[src/rtl/bt_packet_decoder.sv]
// Header/coordinate byte-stream decoder: command plus multi-byte X/Y with timeout, range check and valid/ready output.
// Optional trailing checksum byte is enabled by defining BT_CHECKSUM_EN.
module bt_packet_decoder #(
   parameter int COORD_W     = 6,
   parameter int CMD_W       = 3,
   parameter int X_MAX       = 63,
   parameter int Y_MAX       = 63,
   parameter int TIMEOUT_CYC = 50000
) (
   input  logic               clk,
   input  logic               reset,
   input  logic               rx_valid,
   input  logic [7:0]         rx_byte,
   input  logic               pkt_ready,
   output logic [CMD_W-1:0]   command_id,
   output logic [COORD_W-1:0] x_out,
   output logic [COORD_W-1:0] y_out,
   output logic               pkt_valid,
   output logic               err_pulse,
   output logic [1:0]         err_code,
   output logic [7:0]         drop_cnt
);

   // state | meaning
   // S_HDR | idle, waiting for a header byte
   // S_X   | collecting X data bytes
   // S_Y   | collecting Y data bytes
   // S_CHK | waiting for the checksum byte
   typedef enum logic [1:0] {S_HDR, S_X, S_Y, S_CHK} state_t;

   localparam int NB    = (COORD_W + 5) / 6;
   localparam int ACC_W = NB * 6;
   localparam int TO_W  = (TIMEOUT_CYC > 1) ? $clog2(TIMEOUT_CYC + 1) : 1;
   localparam logic [31:0] X_LIM = 32'(X_MAX);
   localparam logic [31:0] Y_LIM = 32'(Y_MAX);

   state_t             state_q, state_d;
   logic [2:0]         idx_q, idx_d;
   logic [ACC_W-1:0]   acc_q, acc_d, acc_shift;
   logic [COORD_W-1:0] tmp_x_q, tmp_x_d, y_fin;
   logic [CMD_W-1:0]   cmd_q, cmd_d;
   logic [TO_W-1:0]    to_q, to_d;
   logic [CMD_W-1:0]   cmd_out_q, cmd_out_d;
   logic [COORD_W-1:0] x_out_q, x_out_d, y_out_q, y_out_d;
   logic               pkt_valid_q, pkt_valid_d;
   logic               err_pulse_q, err_pulse_d;
   logic [1:0]         err_code_q, err_code_d;
   logic [7:0]         drop_q, drop_d;
   logic               is_hdr, last_idx, timeout_hit, fin, cs_bad;
   logic [5:0]         payload;
`ifdef BT_CHECKSUM_EN
   logic [5:0]         cs_q, cs_d;
   logic [COORD_W-1:0] tmp_y_q, tmp_y_d;
`endif

   assign is_hdr      = (rx_byte[7:6] == 2'b11);
   assign payload     = rx_byte[5:0];
   assign acc_shift   = ACC_W'({acc_q, payload});
   assign last_idx    = (idx_q == 3'(NB - 1));
   assign timeout_hit = (TIMEOUT_CYC != 0) && (state_q != S_HDR) && (to_q == TO_W'(TIMEOUT_CYC));

   always_comb begin
      state_d     = state_q;
      idx_d       = idx_q;
      acc_d       = acc_q;
      tmp_x_d     = tmp_x_q;
      cmd_d       = cmd_q;
      to_d        = (rx_valid || state_q == S_HDR) ? '0 : to_q + 1'b1;
      fin         = 1'b0;
      cs_bad      = 1'b0;
      y_fin       = acc_shift[COORD_W-1:0];
`ifdef BT_CHECKSUM_EN
      cs_d        = cs_q;
      tmp_y_d     = tmp_y_q;
`endif
      cmd_out_d   = cmd_out_q;
      x_out_d     = x_out_q;
      y_out_d     = y_out_q;
      pkt_valid_d = pkt_valid_q && !pkt_ready;
      err_pulse_d = 1'b0;
      err_code_d  = err_code_q;
      drop_d      = drop_q;

      if (timeout_hit) begin
         state_d     = S_HDR;
         idx_d       = '0;
         acc_d       = '0;
         err_pulse_d = 1'b1;
         err_code_d  = 2'd1;
      end else if (rx_valid) begin
         if (is_hdr) begin
            // a header always restarts the packet, even mid-packet
            cmd_d   = rx_byte[CMD_W-1:0];
            state_d = S_X;
            idx_d   = '0;
            acc_d   = '0;
`ifdef BT_CHECKSUM_EN
            cs_d    = payload;
`endif
         end else begin
            case (state_q)
               S_X: begin
                  acc_d = acc_shift;
`ifdef BT_CHECKSUM_EN
                  cs_d  = cs_q ^ payload;
`endif
                  if (last_idx) begin
                     tmp_x_d = acc_shift[COORD_W-1:0];
                     state_d = S_Y;
                     idx_d   = '0;
                  end else begin
                     idx_d = idx_q + 3'd1;
                  end
               end
               S_Y: begin
                  acc_d = acc_shift;
`ifdef BT_CHECKSUM_EN
                  cs_d  = cs_q ^ payload;
`endif
                  if (last_idx) begin
                     idx_d = '0;
`ifdef BT_CHECKSUM_EN
                     tmp_y_d = acc_shift[COORD_W-1:0];
                     state_d = S_CHK;
`else
                     fin     = 1'b1;
                     state_d = S_HDR;
`endif
                  end else begin
                     idx_d = idx_q + 3'd1;
                  end
               end
`ifdef BT_CHECKSUM_EN
               S_CHK: begin
                  state_d = S_HDR;
                  y_fin   = tmp_y_q;
                  if (payload == cs_q) fin = 1'b1;
                  else                 cs_bad = 1'b1;
               end
`endif
               default: ;
            endcase
         end
      end

      if (cs_bad) begin
         err_pulse_d = 1'b1;
         err_code_d  = 2'd3;
      end else if (fin) begin
         if (32'(tmp_x_q) > X_LIM || 32'(y_fin) > Y_LIM) begin
            err_pulse_d = 1'b1;
            err_code_d  = 2'd2;
         end else if (!pkt_valid_q || pkt_ready) begin
            cmd_out_d   = cmd_q;
            x_out_d     = tmp_x_q;
            y_out_d     = y_fin;
            pkt_valid_d = 1'b1;
         end else if (drop_q != 8'hFF) begin
            drop_d = drop_q + 8'd1;
         end
      end
   end

   always_ff @(posedge clk or negedge reset) begin
      if (!reset) begin
         state_q     <= S_HDR;
         idx_q       <= '0;
         acc_q       <= '0;
         tmp_x_q     <= '0;
         cmd_q       <= '0;
         to_q        <= '0;
         cmd_out_q   <= '0;
         x_out_q     <= '0;
         y_out_q     <= '0;
         pkt_valid_q <= 1'b0;
         err_pulse_q <= 1'b0;
         err_code_q  <= 2'd0;
         drop_q      <= 8'd0;
`ifdef BT_CHECKSUM_EN
         cs_q        <= '0;
         tmp_y_q     <= '0;
`endif
      end else begin
         state_q     <= state_d;
         idx_q       <= idx_d;
         acc_q       <= acc_d;
         tmp_x_q     <= tmp_x_d;
         cmd_q       <= cmd_d;
         to_q        <= to_d;
         cmd_out_q   <= cmd_out_d;
         x_out_q     <= x_out_d;
         y_out_q     <= y_out_d;
         pkt_valid_q <= pkt_valid_d;
         err_pulse_q <= err_pulse_d;
         err_code_q  <= err_code_d;
         drop_q      <= drop_d;
`ifdef BT_CHECKSUM_EN
         cs_q        <= cs_d;
         tmp_y_q     <= tmp_y_d;
`endif
      end
   end

   assign command_id = cmd_out_q;
   assign x_out      = x_out_q;
   assign y_out      = y_out_q;
   assign pkt_valid  = pkt_valid_q;
   assign err_pulse  = err_pulse_q;
   assign err_code   = err_code_q;
   assign drop_cnt   = drop_q;

endmodule

[config.mk]
export PLATFORM = sky130hd
export DESIGN_NAME = bt_packet_decoder
export DESIGN_NICKNAME = d
export VERILOG_FILES = /design/src/rtl/bt_packet_decoder.sv
export SDC_FILE = /design/constraint.sdc
export NUM_CORES = 1
export LEC_CHECK = 0
export ABC_AREA = 0
export ABC_CLOCK_PERIOD_IN_PS = 3100
export BUFFER_PORTS_ARGS = -buffer_cell sky130_fd_sc_hd__buf_2
export CAP_MARGIN = 20
export CORE_UTILIZATION = 35
export CTS_BUF_LIST = sky130_fd_sc_hd__clkbuf_2
export CTS_CLUSTER_SIZE = 24
export DETAILED_ROUTE_END_ITERATION = 16
export GPL_TIMING_DRIVEN = 0
export SYNTH_ARGS = -nofsm -noshare
export SYNTH_HDL_FRONTEND = slang
export SYNTH_SLANG_ARGS = --single-unit
export TNS_END_PERCENT = 1
[constraint.sdc]
create_clock -name clk -period 3.1 [get_ports clk]
set_input_delay 0.465 -clock clk [delete_from_list [all_inputs] [get_ports clk]]
set_output_delay 0.465 -clock clk [all_outputs]
set_load 0.01 [all_outputs]
## Word level (Yosys, flattened, before mapping)

Index checks and enable logic that the tools add are counted.

| operators by class | value |
|---|---|
| add/sub/neg operators | 3 |
| equal/unequal tests | 7 |
| multiplexer cells | 20 |
| bitwise operators | 3 |
| reductions and logical operators | 19 |

Operators by type and width:

| kind | count |
|---|---|
| 16-bit by 1-bit adder with 16-bit output (second input constant) | 1 |
| 16-bit == test (second input constant) | 1 |
| 16-bit two-way mux | 1 |
| 3-bit two-way mux | 5 |
| 2-bit two-way mux | 5 |
| 8-bit by 1-bit adder with 8-bit output (second input constant) | 1 |
| 1-bit two-way mux | 8 |
| 4-bit inequality test (second input constant) | 2 |
| 8-bit inequality test (second input constant) | 1 |
| 3-bit AND reduction | 2 |
| 5-bit AND reduction | 1 |
| 2-bit == test (second input constant) | 2 |
| 2-bit case mux with 2 select lines | 1 |
| 2-bit AND reduction | 2 |
| 4-bit AND reduction | 1 |
| 2-bit nonzero test | 2 |
| 4-bit nonzero test | 1 |
| 3-bit by 1-bit adder with 3-bit output (second input constant) | 1 |
| 3-bit zero test | 1 |
| 1-bit NOT | 3 |
| 3-bit nonzero test | 1 |
| 2-bit by 1-bit == test with 1-bit output (second input constant) | 1 |
| 1-bit logical AND | 2 |
| 1-bit zero test | 2 |
| other kinds (3) | 4 |

| word-level totals | value |
|---|---|
| bits in registers | 56 |
| input bits | 12 |
| output and inout bits | 27 |
| word-level logic and storage cells | 64 |

## Depth between registers and ports, before layout

| logic depth | value |
|---|---|
| depth in word-level cells | 7 |
| depth in mapped cells | 9 |
| mapped depth without buffers | 7 |

## Worst setup path after synthesis

No wires, ideal clock.

| path | value |
|---|---|
| path type | register to register |
| start point | register idx_q[0] |
| end point | register drop_q[1] (netlist: drop_cnt[1]) |
| data arrival time | 2.188 ns |
| required time | 2.975 ns |
| setup slack | 0.787 ns |
| cell stages (with the launch flop) | 7 |
| period minus slack after synthesis | 2.313 ns |
| cells stage by stage | dfrtp_1 > inv_1 > ha_1 > nor2b_1 > or4b_2 > nor3_1 > mux2_2 |

| on the way | value |
|---|---|
| longest elaborated chain between the ends | 7 |

Ends and longest elaborated chain:

| item | RTL line | RTL |
|---|---|---|
| from (decl) | 38 | `logic [2:0] idx_q, idx_d;` |
| from (signal assigned) | 185 | `idx_q <= idx_d;` |
| 3-bit zero test | 59 | `assign last_idx = (idx_q == 3'(NB - 1));` |
| 1-bit two-way mux | 120 | `if (last_idx) begin` |
| 1-bit two-way mux | 101 | `case (state_q)` |
| 1-bit two-way mux | 91 | `if (is_hdr) begin` |
| 1-bit two-way mux | 90 | `end else if (rx_valid) begin` |
| 1-bit two-way mux | 84 | `if (timeout_hit) begin` |
| 3-bit AND reduction (no source line) | n/a |  |
| to (signal assigned) | 196 | `drop_q <= drop_d;` |
| to (decl) | 48 | `logic [7:0] drop_q, drop_d;` |

No other way between the ends.
A chain may end at the register's enable or synchronous reset.

## Worst setup path in the final report

Ends and elaborated chain as after synthesis.

==> out/qor.yml <==
io_buffers: 37
hpwl_um: 3350
cp.buffers_inverters: 1
grt_max_degree: 30
vias: 1774
postCtsSetupRepairBufs: 0
post-route-min-period_ns: 2.59
area_growth_pct: 15.7
final_cells: 370
syn_nets: 244
clk_latency_ns: 0.47
dieArea_um2: 7810
die_h_um: 88.4
slew_headroom_pct: 56.5
tightest_slew_ns: 0.652
clkTransAtPathRegs_ns: 0.30
r2r_setup_slack_ns: 0.51
cts_resized: 0
min_from: "rx_byte[3]"
leakage_uw: 0.00140
r2r_start: "idx_q[0]"
r2r_end: "drop_cnt[1]"
yosys.area.top_type: "dfrtp_1"
layout.nets: 290
die_w_um: 88.4
yosysSeqAreaShare_pct: 53.6
post-route-util_pct: 41.9
numCtsBuffers: 5
ys_ff_latch: 56
timing.hold.ws_ns: 0.227
hold-path-cell-count: 2
h-tree-depth: 2
ys_types: 39
n_fill_cell: 730
syn-cell-area_um2: 2610
initial_utilization_pct: 36.2
first_iter_violations: 69
grt_pass1_vias: 1651
detailedPlace.worstSlack_ns: 0.511
worstSetupPathType: "reg2reg"
tritoncts: "built"
ys_warn_count: 0
numPlacedInstances: 361
r2r_cells: 6
min_path_type: "in2reg"
yosys.area_share.simple_pct: 16.6
synth_compound_area_share_pct: 5.22
skew_ns: 0.0299
core_area_um2: 7210
rows: 31
gp_congestion: 0.739
via_per_inst: 4.79
first_pass_iters: 4
grt_pass1_wl_um: 7730
crit_path_max_fanout: 4
synthMuxAreaShare_pct: 13.1
end_kind: "register"
final-setup-viol-count: 0
avgSynthCellArea_um2: 11.7
synth_top_family_by_area: "simple AND/OR/NAND/NOR gates"
routed_wl_um: 4570
tns_ns: 0
antennaDiodeCount: 0
final_common_cell: "dfrtp_1"
p_per_area_nw_per_um2: 665
synthAdderAreaFrac_pct: 3.83
clock-root-buffer: "clkbuf_2"
maxSlewViolCount: 0
ioPinCount: 39
vdd_ir_drop_max_mv: 0.266
max_cap_violations: 0
most-common-layout-cells: "56 x dfrtp_1, 37 x buf_2, 22 x nor2_1, 17 x mux2_2, 15 x nand2_1"
crit_chain: "inv_1 -> ha_1 -> nor2b_1 -> or4b_2 -> nor3_1 -> mux2_2"
fin_ws_ns: 0.514
cp.arrival_ns: 3.00
synth_xor_area_share_pct: 4.36
grtUsageTotal_pct: 13.1
netlist_instances: 224
whs_endpoint: "y_out[3]"
crit_family: "simple AND/OR/NAND/NOR gates"
cp.required_ns: 3.51
yosysTopAreaCellShare_pct: 53.6
antenna_found_initial: 0
status: "complete, no violations"
synth_area_leaders: "dfrtp_1 54%, mux2_2 7.3%, mux2_4 5.7%, ha_1 3.8%, nor2_1 3.2%"
drt-wirelength-per-cell_um: 12.3
hold_viol: 0
overflow: 0
fmax_ghz: 0.387
ant_nets: 0
max_stage_delay_ns: 0.68
slowest_stage: "or4b_2"
clock_path_buffers: 2
post-route-period-util_pct: 83.4
clock-sinks: 56
grt_setup_unrepaired: "false"
drcViolationCount: 0
layout-drive-gt1-share_pct: 30.3
start_kind: "register"
cells in the mapped netlist (all sizes together):
library cell and n:
conb 1, dfrtp 56, clkbuf 3, xor2 7, buf 3, a41oi 1
nand3 6, inv 11, nand4bb 1, or3 4, o21a 1, nand4b 1
nor2b 1, or4bb 1, or2 2, ha 8, and2 3, o21ai 7
nand2b 2, nand3b 1, nor2 23, nor4 3, mux2 27, xnor2 6
and4 2, nand2 15, nor3 3, a21boi 1, nand4 6, a21oi 9
a31oi 1, a32oi 3, or4b 1, and3 3, or4 1
kinds of logic (layout without fill, tap and decap cells):
| family | count (synthesis) | count (layout) |
|---|---|---|
| simple gates | 79 | 79 |
| compound gates | 23 | 23 |
| other cells | 1 | 1 |
| fa+ha+maj | 8 | 8 |
| buf+inv | 17 | 64 |
| flops | 56 | 56 |
| mux | 27 | 27 |
| xor+xnor | 13 | 13 |
layer usage:
layer | track usage (%) | vias to the layer above | wire [um]
met5 | 0 | - | 0
met1 | 17.3 | 863 | 2260
met2 | 20.6 | 33 | 2060
li1 | - | 873 | -
met3 | 3.73 | 5 | 174
met4 | 4.84 | 0 | 74
worst register-to-register path, delay by kind of cell, from the launching register on:
kind	cells	cell delay (ns)
mux	1	0.39
simple gates	3	1.44
flops	1	0.48
buf+inv	1	0.07
fa+ha+maj	1	0.15
power breakdown:
group / total [uW] / internal [uW] / switching (uW)
clock: 378 / 139 / 239
sequential: 1010 / 908 / 99.3
combinational: 627 / 339 / 288
total: 2010 / 1390 / 626
how the worst max path moves through the flow:
| stage | startpoint | to | slack (ns) | depth (start not counted) |
|---|---|---|---|---|
| final | idx_q[0] | drop_cnt[1] | 0.51 | 6 |
| after global routing | idx_q[0] | drop_cnt[1] | 0.34 | 6 |
| after CTS | idx_q[0] | drop_cnt[1] | 0.48 | 6 |
| after detailed placement | idx_q[0] | drop_cnt[1] | 0.51 | 6 |
| after global placement | idx_q[0] | drop_cnt[1] | 0.52 | 6 |
| after floorplan | idx_q[0] | drop_cnt[1] | 0.79 | 6 |
final cells by class:
| type | instances | area (um2) | share of cell area, % |
|---|---|---|---|
| Sequential cell | 56 | 1400 | 46.4 |
| Multi-Input combinational cell | 151 | 1130 | 37.3 |
| Timing Repair Buffer | 39 | 215 | 7.12 |
| Tap cell | 99 | 124 | 4.10 |
| Clock inverter | 3 | 46.3 | 1.53 |
| Buffer | 6 | 41.3 | 1.37 |
| Inverter | 11 | 41.3 | 1.37 |
| Clock buffer | 5 | 25.0 | 0.828 |
registers in the layout (all words and copies together), names as in the netlist:
signal	flops
pkt_valid	1
y_out	6
to_q	16
tmp_x_q	6
idx_q	3
state_q	2
drop_cnt	8
err_pulse	1
command_id	3
cmd_q	3
err_code	1
x_out	6
through the flow:
step,area (um2),power [uW]
2_1_floorplan,2610,1450
3_3_place_gp,2920,1640
3_5_place_dp,2940,1660
4_1_cts,3020,2050
5_1_grt,3020,2170
6_report,3020,2010
timing repair:
item	CTS	global route
setup endpoints to repair	0	0
endpoints found under the hold margin	27	0
hold buffers	1	0
Power figures use the tool's default switching activity.
